`src/rtl/mem_req_arbiter.sv`:
```
// Round-robin arbiter that shares the single cache_controller port among three requesters,
// one outstanding transaction at a time, with a watchdog that aborts stalled transactions.
module mem_req_arbiter #(
    parameter int unsigned ADDR_LEN = 27,
    parameter int unsigned DATA_LEN = 32,
    parameter int unsigned NREQ     = 3,
    parameter int unsigned TIMEOUT  = 4096
) (
    input  logic                     clk,
    input  logic                     rstn,
    input  logic [NREQ-1:0]          req_valid,
    input  logic [NREQ-1:0]          req_we,
    input  logic [NREQ*ADDR_LEN-1:0] req_addr,
    input  logic [NREQ*DATA_LEN-1:0] req_wdata,
    output logic [NREQ-1:0]          req_done,
    output logic [NREQ-1:0]          req_err,
    output logic [DATA_LEN-1:0]      rsp_rdata,
    output logic                     c_req,
    output logic                     c_read,
    output logic [ADDR_LEN-1:0]      c_addr,
    output logic [DATA_LEN-1:0]      c_wdata,
    input  logic [DATA_LEN-1:0]      c_rdata,
    input  logic                     c_done,
    output logic                     busy,
    output logic [1:0]               grant_id
);

    localparam int unsigned GW = 2;
    localparam int unsigned TW = (TIMEOUT > 1) ? $clog2(TIMEOUT) : 1;
    localparam logic [TW-1:0] TIMER_LAST = TW'(TIMEOUT - 1);

    typedef enum logic [1:0] {
        S_IDLE = 2'd0,
        S_BUSY = 2'd1,
        S_RESP = 2'd2
    } state_t;

    state_t               state, state_nxt;
    logic [GW-1:0]        rr_ptr, rr_ptr_nxt;
    logic [TW-1:0]        timer, timer_nxt;
    logic [NREQ-1:0]      req_done_nxt, req_err_nxt;
    logic [DATA_LEN-1:0]  rsp_rdata_nxt;
    logic                 c_req_nxt, c_read_nxt, busy_nxt;
    logic [ADDR_LEN-1:0]  c_addr_nxt;
    logic [DATA_LEN-1:0]  c_wdata_nxt;
    logic [GW-1:0]        grant_id_nxt;

    logic                 any_req;
    logic [GW-1:0]        pick;
    logic                 timeout_hit;
    logic [ADDR_LEN-1:0]  addr_arr  [NREQ];
    logic [DATA_LEN-1:0]  wdata_arr [NREQ];

    // Unpack the flat per-port buses so the granted port can be selected by index.
    for (genvar gi = 0; gi < NREQ; gi++) begin : g_unpack
        assign addr_arr[gi]  = req_addr[gi*ADDR_LEN +: ADDR_LEN];
        assign wdata_arr[gi] = req_wdata[gi*DATA_LEN +: DATA_LEN];
    end

    // First requesting port scanning cyclically from the port after the last grant.
    always_comb begin
        logic [GW-1:0] idx;
        any_req = 1'b0;
        pick    = '0;
        idx     = '0;
        for (int unsigned i = 1; i <= NREQ; i++) begin
            idx = GW'((32'(rr_ptr) + i) % NREQ);
            if (!any_req && req_valid[idx]) begin
                any_req = 1'b1;
                pick    = idx;
            end
        end
    end

    assign timeout_hit = (TIMEOUT != 0) && (timer == TIMER_LAST);

    // State and all outputs are registered.
    always_ff @(posedge clk) begin
        if (!rstn) begin
            state     <= S_IDLE;
            rr_ptr    <= GW'(NREQ - 1);
            timer     <= '0;
            req_done  <= '0;
            req_err   <= '0;
            rsp_rdata <= '0;
            c_req     <= 1'b0;
            c_read    <= 1'b0;
            c_addr    <= '0;
            c_wdata   <= '0;
            busy      <= 1'b0;
            grant_id  <= '0;
        end else begin
            state     <= state_nxt;
            rr_ptr    <= rr_ptr_nxt;
            timer     <= timer_nxt;
            req_done  <= req_done_nxt;
            req_err   <= req_err_nxt;
            rsp_rdata <= rsp_rdata_nxt;
            c_req     <= c_req_nxt;
            c_read    <= c_read_nxt;
            c_addr    <= c_addr_nxt;
            c_wdata   <= c_wdata_nxt;
            busy      <= busy_nxt;
            grant_id  <= grant_id_nxt;
        end
    end

    // Next-state logic.
    always_comb begin
        state_nxt = state;
        case (state)
            S_IDLE:  if (any_req) state_nxt = S_BUSY;
            S_BUSY:  if (c_done || timeout_hit) state_nxt = S_RESP;
            S_RESP:  state_nxt = S_IDLE;
            default: state_nxt = S_IDLE;
        endcase
    end

    // Next values of the registered outputs; the cache-side copies only change on a grant.
    always_comb begin
        rr_ptr_nxt    = rr_ptr;
        timer_nxt     = timer;
        req_done_nxt  = '0;
        req_err_nxt   = '0;
        rsp_rdata_nxt = rsp_rdata;
        c_req_nxt     = c_req;
        c_read_nxt    = c_read;
        c_addr_nxt    = c_addr;
        c_wdata_nxt   = c_wdata;
        grant_id_nxt  = grant_id;
        busy_nxt      = (state_nxt != S_IDLE);
        case (state)
            S_IDLE: begin
                c_req_nxt = 1'b0;
                if (any_req) begin
                    c_req_nxt    = 1'b1;
                    c_read_nxt   = ~req_we[pick];
                    c_addr_nxt   = addr_arr[pick];
                    c_wdata_nxt  = wdata_arr[pick];
                    grant_id_nxt = pick;
                    rr_ptr_nxt   = pick;
                    timer_nxt    = '0;
                end
            end
            S_BUSY: begin
                if (c_done) begin
                    c_req_nxt              = 1'b0;
                    rsp_rdata_nxt          = c_rdata;
                    req_done_nxt[grant_id] = 1'b1;
                end else if (timeout_hit) begin
                    c_req_nxt              = 1'b0;
                    rsp_rdata_nxt          = '0;
                    req_done_nxt[grant_id] = 1'b1;
                    req_err_nxt[grant_id]  = 1'b1;
                end else if (TIMEOUT != 0) begin
                    timer_nxt = timer + TW'(1);
                end
            end
            S_RESP: begin
                c_req_nxt = 1'b0;
            end
            default: begin
                c_req_nxt = 1'b0;
            end
        endcase
    end

endmodule

```
`config.mk`:
```
export PLATFORM = sky130hd
export DESIGN_NAME = mem_req_arbiter
export DESIGN_NICKNAME = d
export VERILOG_FILES = /design/src/rtl/mem_req_arbiter.sv
export SDC_FILE = /design/constraint.sdc
export NUM_CORES = 1
export LEC_CHECK = 0
export CAP_MARGIN = 25
export CORE_AREA = 2 2 125 127
export CTS_CLUSTER_DIAMETER = 30
export DETAILED_ROUTE_END_ITERATION = 6
export DIE_AREA = 0 0 127 129
export GPL_TIMING_DRIVEN = 0
export PLACE_DENSITY = 0.81
export SLEW_MARGIN = 20
export SYNTH_ARGS = -nofsm -noshare
export SYNTH_HDL_FRONTEND = slang
export SYNTH_SLANG_ARGS = --single-unit
```
`constraint.sdc`:
```
create_clock -name clk -period 4.4 [get_ports clk]
set_input_delay 0.88 -clock clk [delete_from_list [all_inputs] [get_ports clk]]
set_output_delay 0.88 -clock clk [all_outputs]
set_load 0.1 [all_outputs]
```
==> impl_metrics.ini, run 1 <==
[timing]
whs_ns = 0.498
clock.fmax_mhz = 316
tightest_slew_ns = 1.07
fin_crit_sh_pct = 71.9
slew_headroom_pct = 28.2
rsz0062_at_grt = no
fin_crit_ns = 3.16
fin_skew_ns = 0.0104
hold_violations = 0
setup_tns_ns = 0
finalMaxSlewViolations = 0
setup_violations = 0

[cts]
ctsLongestPathBuffers = 2
cts_tree = done
cts-root-buf = clkbuf_16
cts_hold_buf = 0
numCtsBuffers = 17
cts_sinks = 117
postCtsSetupBuffers = 0
cts_resized = 0
htree_num_levels = 4
clk_latency_ns = 0.42
clkSlewWorstSetupHoldPaths_ns = 0.06

[detailed_routing]
firstDrtPassIters = 5
wl_per_cell_um = 18.8
drt-initial-drc-count = 366
ant_nets = 0
vias = 6017
drc = 0
vias_per_cell = 5.32
routed_wl_mm = 21.2

[die]
initial_utilization_pct = 39.8
chipHeight_um = 129
die_area_um2 = 16400
core_um2 = 15000
io_pins = 320
num_rows = 45
die_width_um = 127

[pwr]
pwr_density_cell_nw_per_um2 = 787
p_clk_share_pct = 17.0
power.leakage_nw = 3.50
vdd_drop_max_mv = 0.339
p_seq_share_pct = 18.6
power_frac_comb_pct = 64.5
intPower_mw = 3.79
power.switching_mw = 4.04
switching_share_pct = 51.6

[synthesis]
synthCells = 592
yosysUniqueCellTypes = 46
yosysWarnings = 0
syn_avg_cell_area_um2 = 10.1
synth-compound-area-share_pct = 22.8
synth_area_leader_cell = dfxtp_1
synth-seq-area-share_pct = 39.3
synth_top_area_share_pct = 39.3
syn-num-nets = 815
synth-seq-cells = 117
synth_edf_count = 0
synth_top_family_by_area = compound AO/OA/AOI/OAI gates
synthXorXnorAreaFrac_pct = 1.47
ys_async_sr_fraction_pct = 0
synth_mux_area_share_pct = 10.9
synth_area_leaders = dfxtp_1 39%, o221ai_2 15%, mux2i_1 11%, nand4_1 6.2%, a22oi_1 4.0%
netlist_area_um2 = 5960
synthSimpleGateAreaFrac_pct = 17.6
synthAdderAreaFrac_pct = 1.05
synth-main-ff-cell = dfxtp_1

[setup_path]
cp.required_ns = 3.52
path_cells = buf_4, clkdlybuf4s50_1
path_buf_inv = 2
criticalPathCategory = reg -> out
crit_path_top_delay_cell = clkdlybuf4s50_1
cp-start-kind = flop
endpoint_kind = output pin
worst-path-max-fanout = 8
max_stage_delay_ns = 1.13
critPathArrivalTime_ns = 2.28
cp_top_family = buffers and inverters
r2r_start = grant_id[0]$_SDFFE_PN0P_
startpoint = grant_id[0]$_SDFFE_PN0P_

[cells_and_area]
layout_commonest_cell = clkdlybuf4s50_1
nets = 1152
post_route_cells_drive_above_1_share_pct = 15.3
final_cell_mix = 318 x clkdlybuf4s50_1, 117 x dfxtp_1, 64 x mux2i_1
fillers = 1228
syn_to_final_growth_pct = 66.8

[global_routing]
first_global_vias = 5750
grt_max_degree = 17
grt_first_pass_wirelength_mm = 31.9
overflow = 0
track_usage_pct = 25.0
antenna_found_initial = 1

[place]
dp_hpwl_mm = 16.0
gp_congestion = 0.824
port_buffers = 318

[hold_path]
hp-start = rsp_rdata[17]$_SDFFE_PN0P_
worstHoldPathType = reg -> reg

[outcome]
outcome = completed

[flow_run]
maxCapViolCount = 0
[worst paths after layout]
| kind | slack, ns | cells after the start | endpoint |
|---|---|---|---|
| hold reg to reg | 0.50 | 2 | rsp_rdata[17]$_SDFFE_PN0P_ |
| setup / recovery | 1.24 | 2 | grant_id[0] |
| hold / removal | 0.50 | 2 | rsp_rdata[17]$_SDFFE_PN0P_ |
| setup reg to reg | 1.41 | 10 | c_addr[18]$_SDFFE_PN0P_ |
[worst min-delay path, cell delays in order (launching register included)]
cell and delay, ns:
dfxtp_1 0.32, a22oi_1 0.06, nor2_1 0.08
[registers in the layout, indices dropped and copies added, names as in the netlist]
register and flops:
timer 12, busy 1, c_read 1, state 2, c_addr 27, c_wdata 32, grant_id 2, req_err 3
req_done 3, rr_ptr 1, c_req 1, rsp_rdata 32
[cells in the mapped netlist (all sizes together), types with 2 or more instances]
cell type    n
and2         2
nand4       59
nor2        53
dfxtp      117
nor3         6
nor2b        3
o21ai        6
nand3b       4
and3         2
nand2b       3
inv          7
o221ai      59
mux2i       64
a22oi       32
o2111ai      4
buf         40
nand3        2
nand2       63
o22ai        3
nor3b        5
and4         3
xor2         9
a21oi        5
o211ai       6
ha           5
clkbuf      23
[through the flow]
step / total power, mW / utilization [%] / worst slack, ns / instances / cell area (um2)
2_1_floorplan: 5.35 / - / 2.14 / 592 / 5960
3_3_place_gp: 6.50 / 62.6 / 1.28 / 1098 / 9380
3_5_place_dp: 6.53 / 62.6 / 1.32 / 1098 / 9380
4_1_cts: 7.87 / 66.4 / 1.21 / 1129 / 9950
5_1_grt: 8.20 / 66.4 / 1.14 / 1130 / 9950
6_report: 7.83 / 66.4 / 1.24 / 1130 / 9950
[metal layers]
metal / global-route usage, % / routed length (um)
met1: 31.0 / 9070
met2: 42.2 / 10500
met3: 6.65 / 1210
met4: 9.18 / 466
met5: 0 / 0
[power by group through the flow]
stage          registers [mW]  logic [mW]  clock network (mW)
6_report                 1.45        5.05                1.33
5_1_grt                  1.48        5.32                1.40
4_1_cts                  1.45        5.08                1.34
3_5_place_dp             1.47        5.06                   0
3_3_place_gp             1.46        5.04                   0
2_1_floorplan            2.98        2.37                   0
[kinds of logic after synthesis]
logic type | after synthesis
mux | 65
simple gates | 207
flops | 117
xor+xnor | 10
fa+ha+maj | 5
compound gates | 118
buf+inv | 70
[area by class of cell]
class | instances | area [um2] | share of cell area (%)
Clock buffer | 18 | 439 | 4.41
Buffer | 63 | 389 | 3.91
Antenna cell | 1 | 2.50 | 0.0251
Inverter | 7 | 26.3 | 0.264
Timing Repair Buffer | 318 | 3180 | 32.0
Clock inverter | 13 | 126 | 1.27
Sequential cell | 117 | 2340 | 23.5
Multi-Input combinational cell | 405 | 3210 | 32.2
Tap cell | 188 | 235 | 2.36
No activity file was read; power rests on OpenSTA's default activity.
==> inputs of run 2 (changes only) <==
--- a/config.mk
+++ b/config.mk
@@ -6,12 +6,12 @@
 export NUM_CORES = 1
 export LEC_CHECK = 0
 export CAP_MARGIN = 25
-export CORE_AREA = 2 2 125 127
+export CORE_MARGIN = 1.5
+export CORE_UTILIZATION = 40
 export CTS_CLUSTER_DIAMETER = 30
 export DETAILED_ROUTE_END_ITERATION = 6
-export DIE_AREA = 0 0 127 129
 export GPL_TIMING_DRIVEN = 0
-export PLACE_DENSITY = 0.81
+export PLACE_DENSITY = 0.82
 export SLEW_MARGIN = 20
 export SYNTH_ARGS = -nofsm -noshare
 export SYNTH_HDL_FRONTEND = slang
==> constraint.sdc (replaced) <==
create_clock -name clk -period 3 [get_ports clk]
set_input_delay 0.6 -clock clk [delete_from_list [all_inputs] [get_ports clk]]
set_output_delay 0.6 -clock clk [all_outputs]
set_load 0.1 [all_outputs]
==> impl_metrics.ini, run 2 (synthesized netlist as in run 1, its figures left out) <==
[timing]
fin_crit_sh_pct = 91.7
setup_violations = 0
rsz0062_at_grt = no
fin_skew_ns = 0.00632
tightest_slew_ns = 1.04
clock.fmax_mhz = 363
whs_ns = 0.500
hold_violations = 0
finalMaxSlewViolations = 0
slew_headroom_pct = 30.1
fin_crit_ns = 2.75
setup_tns_ns = 0

[flow_run]
maxCapViolCount = 0

[setup_path]
worst-path-max-fanout = 8
cp_top_family = buffers and inverters
endpoint_kind = output pin
criticalPathCategory = reg -> out
path_buf_inv = 1
cp.required_ns = 2.40
cp-start-kind = flop
critPathArrivalTime_ns = 2.15
path_cells = clkdlybuf4s50_1
max_stage_delay_ns = 1.22
rrSetupSlack_ns = 0.28
crit_path_top_delay_cell = clkdlybuf4s50_1

[detailed_routing]
vias = 6086
vias_per_cell = 5.40
ant_nets = 0
firstDrtPassIters = 6
drt-initial-drc-count = 495
routed_wl_mm = 21.0
wl_per_cell_um = 18.7
drc = 0

[die]
num_rows = 44
chipHeight_um = 125
io_pins = 320
initial_utilization_pct = 41.0
core_um2 = 14500
die_width_um = 125
die_area_um2 = 15700

[cells_and_area]
final_area_um2 = 9970
syn_to_final_growth_pct = 67.1
nets = 1152
antenna_cells = 0
layout_commonest_cell = clkdlybuf4s50_1
post_route_cells_drive_above_1_share_pct = 15.5
reg_top3 = c_wdata (32), rsp_rdata (32), c_addr (27)
final_cell_mix = 318 x clkdlybuf4s50_1, 116 x dfxtp_1, 64 x mux2i_1

[cts]
numCtsBuffers = 17
ctsLongestPathBuffers = 2
htree_num_levels = 4
clkSlewWorstSetupHoldPaths_ns = 0.06
cts-root-buf = clkbuf_16
cts_hold_buf = 0
cts_sinks = 117
clk_latency_ns = 0.41
cts_resized = 0
postCtsSetupBuffers = 0
cts_tree = done

[global_routing]
track_usage_pct = 26.4
first_global_vias = 6015
grt_max_degree = 17
antenna_found_initial = 0
overflow = 0
grt_first_pass_wirelength_mm = 32.5

[place]
dp_hpwl_mm = 15.9
placed_cell_area_um2 = 9380
gp_congestion = 0.823
port_buffers = 318

[pwr]
pwr_density_cell_nw_per_um2 = 1160
vdd_drop_max_mv = 0.597
power.total_mw = 11.6
power.leakage_nw = 3.51

[outcome]
outcome = completed

[hold_path]
worstHoldPathType = reg -> reg
[run 2: final cells by class]
cell class,count,area [um2]
multi-input combinational,405,3210
buffer,63,389
clock buffer,17,425
timing repair buffer,318,3180
inverter,7,26.3
sequential,117,2340
tap,184,230
clock inverter,15,158
fill,1174,4560
[run 2: layer usage]
| metal | up-vias | routed length (um) | share of wire (%) | GRT usage, % |
|---|---|---|---|---|
| met5 | - | 0 | 0 | 0 |
| met1 | 2861 | 8590 | 41 | 31.3 |
| li1 | 2933 | - | - | - |
| met4 | 0 | 763 | 3.6 | 12.0 |
| met2 | 243 | 10300 | 49 | 44.5 |
| met3 | 49 | 1330 | 6.3 | 7.10 |
[run 2: worst paths after layout]
check	end	from	depth (start not counted)
setup / recovery	grant_id[1]	grant_id[1]$_SDFFE_PN0P_	1
hold reg to reg	rsp_rdata[11]$_SDFFE_PN0P_	rsp_rdata[11]$_SDFFE_PN0P_	2
hold / removal	rsp_rdata[11]$_SDFFE_PN0P_	rsp_rdata[11]$_SDFFE_PN0P_	2
setup reg to reg	c_addr[20]$_SDFFE_PN0P_	grant_id[0]$_SDFFE_PN0P_	10
[run 2: through the flow]
| step | instances | setup slack (ns) | util, % |
|---|---|---|---|
| after floorplan | 592 | 0.743 | - |
| after global placement | 1094 | 0.0261 | 64.5 |
| after detailed placement | 1094 | 0.0293 | 64.5 |
| after CTS | 1126 | 0.0212 | 68.5 |
| after global routing | 1126 | 0.0942 | 68.6 |
| final | 1126 | 0.248 | 68.6 |
[run 2: power by group]
part / internal (mW) / switching [mW]
logic: 2.48 / 4.96
registers: 1.93 / 0.202
clock network: 1.22 / 0.761
total: 5.63 / 5.92
==> inputs of run 3 (changes only) <==
--- a/config.mk
+++ b/config.mk
@@ -9,9 +9,11 @@
 export CORE_MARGIN = 1.5
 export CORE_UTILIZATION = 40
 export CTS_CLUSTER_DIAMETER = 30
+export CTS_CLUSTER_SIZE = 25
 export DETAILED_ROUTE_END_ITERATION = 6
 export GPL_TIMING_DRIVEN = 0
 export PLACE_DENSITY = 0.82
+export REMOVE_ABC_BUFFERS = 1
 export SLEW_MARGIN = 20
 export SYNTH_ARGS = -nofsm -noshare
 export SYNTH_HDL_FRONTEND = slang
==> impl_metrics.ini, run 3 (synthesized netlist as in run 1, its figures left out) <==
[outcome]
outcome = completed

[pwr]
switching_share_pct = 49.8
intPower_mw = 5.86
p_seq_share_pct = 18.2
pwr_density_cell_nw_per_um2 = 1170
power.leakage_nw = 3.53
p_clk_share_pct = 18.6
vdd_drop_max_mv = 0.904
power.switching_mw = 5.82
power_frac_comb_pct = 63.2

[cells_and_area]
antenna_cells = 0
post_route_cells_drive_above_1_share_pct = 14.3
nets = 1107
layout_commonest_cell = clkdlybuf4s50_1
post-route-util_pct = 68.7
reg_top3 = c_wdata (32), rsp_rdata (32), c_addr (27)
final_cells = 1081
syn_to_final_growth_pct = 67.4
final_area_um2 = 9980
final_cell_mix = 318 x clkdlybuf4s50_1, 117 x dfxtp_1, 64 x mux2i_1

[setup_path]
critPathArrivalTime_ns = 3.12
crit_path_frequent_cell = mux2i_1
crit_path_top_delay_cell = o31a_4
cp.required_ns = 3.29
path_cells = inv_1, ha_1, mux2i_1, mux2i_1, o31a_4, buf_16, o2111ai_2, xor2_1, nor2_1
cp_top_family = compound AO/OA/AOI/OAI gates
cp-start-kind = flop
max_stage_delay_ns = 0.53
criticalPathCategory = reg -> reg
endpoint_kind = flop
worst-path-max-fanout = 59
path_buf_inv = 2

[timing]
rsz0062_at_grt = no
fin_skew_ns = 0.00584
setup_tns_ns = 0
whs_ns = 0.495
slew_headroom_pct = 25.8
fin_crit_sh_pct = 94.3
hold_violations = 0
tightest_slew_ns = 1.11
setup_violations = 0
fin_crit_ns = 2.83
clock.fmax_mhz = 353
finalMaxSlewViolations = 0

[flow_run]
maxCapViolCount = 0

[global_routing]
grt_first_pass_wirelength_mm = 31.4
track_usage_pct = 25.4
grt_max_degree = 106
antenna_found_initial = 0
overflow = 0
first_global_vias = 5884

[place]
dp.cells = 1044
placed_cell_area_um2 = 9290
port_buffers = 319
dp_hpwl_mm = 14.4
gp_congestion = 0.792

[detailed_routing]
ant_nets = 0
vias = 5923
drc = 0
routed_wl_mm = 20.1
drt-initial-drc-count = 352
vias_per_cell = 5.48
firstDrtPassIters = 5
wl_per_cell_um = 18.6

[cts]
cts-root-buf = clkbuf_16
cts_sinks = 117
htree_num_levels = 4
cts_tree = done
ctsLongestPathBuffers = 2
clk_latency_ns = 0.41
cts_hold_buf = 0
numCtsBuffers = 17
clkSlewWorstSetupHoldPaths_ns = 0.05

[die]
die_width_um = 125
num_rows = 44
initial_utilization_pct = 41.0
io_pins = 320
chipHeight_um = 125
die_area_um2 = 15700
core_um2 = 14500

[hold_path]
worstHoldPathType = in -> reg
run 3: repair_timing:
item | CTS | global route
setup endpoints to repair | 60 | 22
gates cloned | 1 | 0
resized for setup | 0 | 2
pin swaps | 2 | 1
buffers inserted | 4 | 0
run 3: power groups by stage:
stage	Clock [mW]	Sequential (mW)	Combinational (mW)
CTS	2.21	2.12	7.39
finish	2.18	2.12	7.38
detailed placement	0	2.15	7.27
floorplan	0	4.39	2.41
global placement	0	2.31	7.07
global route	2.29	2.17	7.74
run 3: worst paths after layout:
check / start / end / slack (ns) / cells after the start
max: grant_id[0]$_SDFFE_PN0P_ / timer[11]$_SDFFE_PN0P_ / 0.17 / 9
min: rstn / rr_ptr[1]$_SDFFE_PN1P_ / 0.50 / 2
min reg2reg: c_req$_SDFFE_PN0P_ / c_req$_SDFFE_PN0P_ / 0.50 / 2
max reg2reg: grant_id[0]$_SDFFE_PN0P_ / timer[11]$_SDFFE_PN0P_ / 0.17 / 9
run 3: per-layer routing:
layer	global-route usage [%]	vias to the layer above	wire, um
met5	0	-	0
met4	9.02	0	577
met3	9.71	33	1530
met2	45.6	246	10400
met1	27.2	2815	7650
li1	-	2829	-
run 3: metrics by stage:
step	setup slack, ns	power, mW
after CTS	0.0937	11.7
after detailed placement	-0.383	9.42
after global placement	-4.75	9.38
after floorplan	-3.48	6.80
after global routing	0.00321	12.2
final	0.171	11.7
run 3: cell type report:
type | instances | area (um2)
Sequential cell | 117 | 2340
Clock inverter | 8 | 145
Timing Repair Buffer | 335 | 3480
Tap cell | 184 | 230
Inverter | 7 | 26.3
Fill cell | 1120 | 4550
Multi-Input combinational cell | 406 | 3270
Clock buffer | 24 | 492
run 3: worst register-to-register path, cell delays in order (launching register included):
cell       delay (ns)
dfxtp_1          0.51
inv_1            0.18
ha_1             0.31
mux2i_1          0.28
mux2i_1          0.15
o31a_4           0.53
buf_16           0.27
o2111ai_2        0.23
xor2_1           0.19
nor2_1           0.06
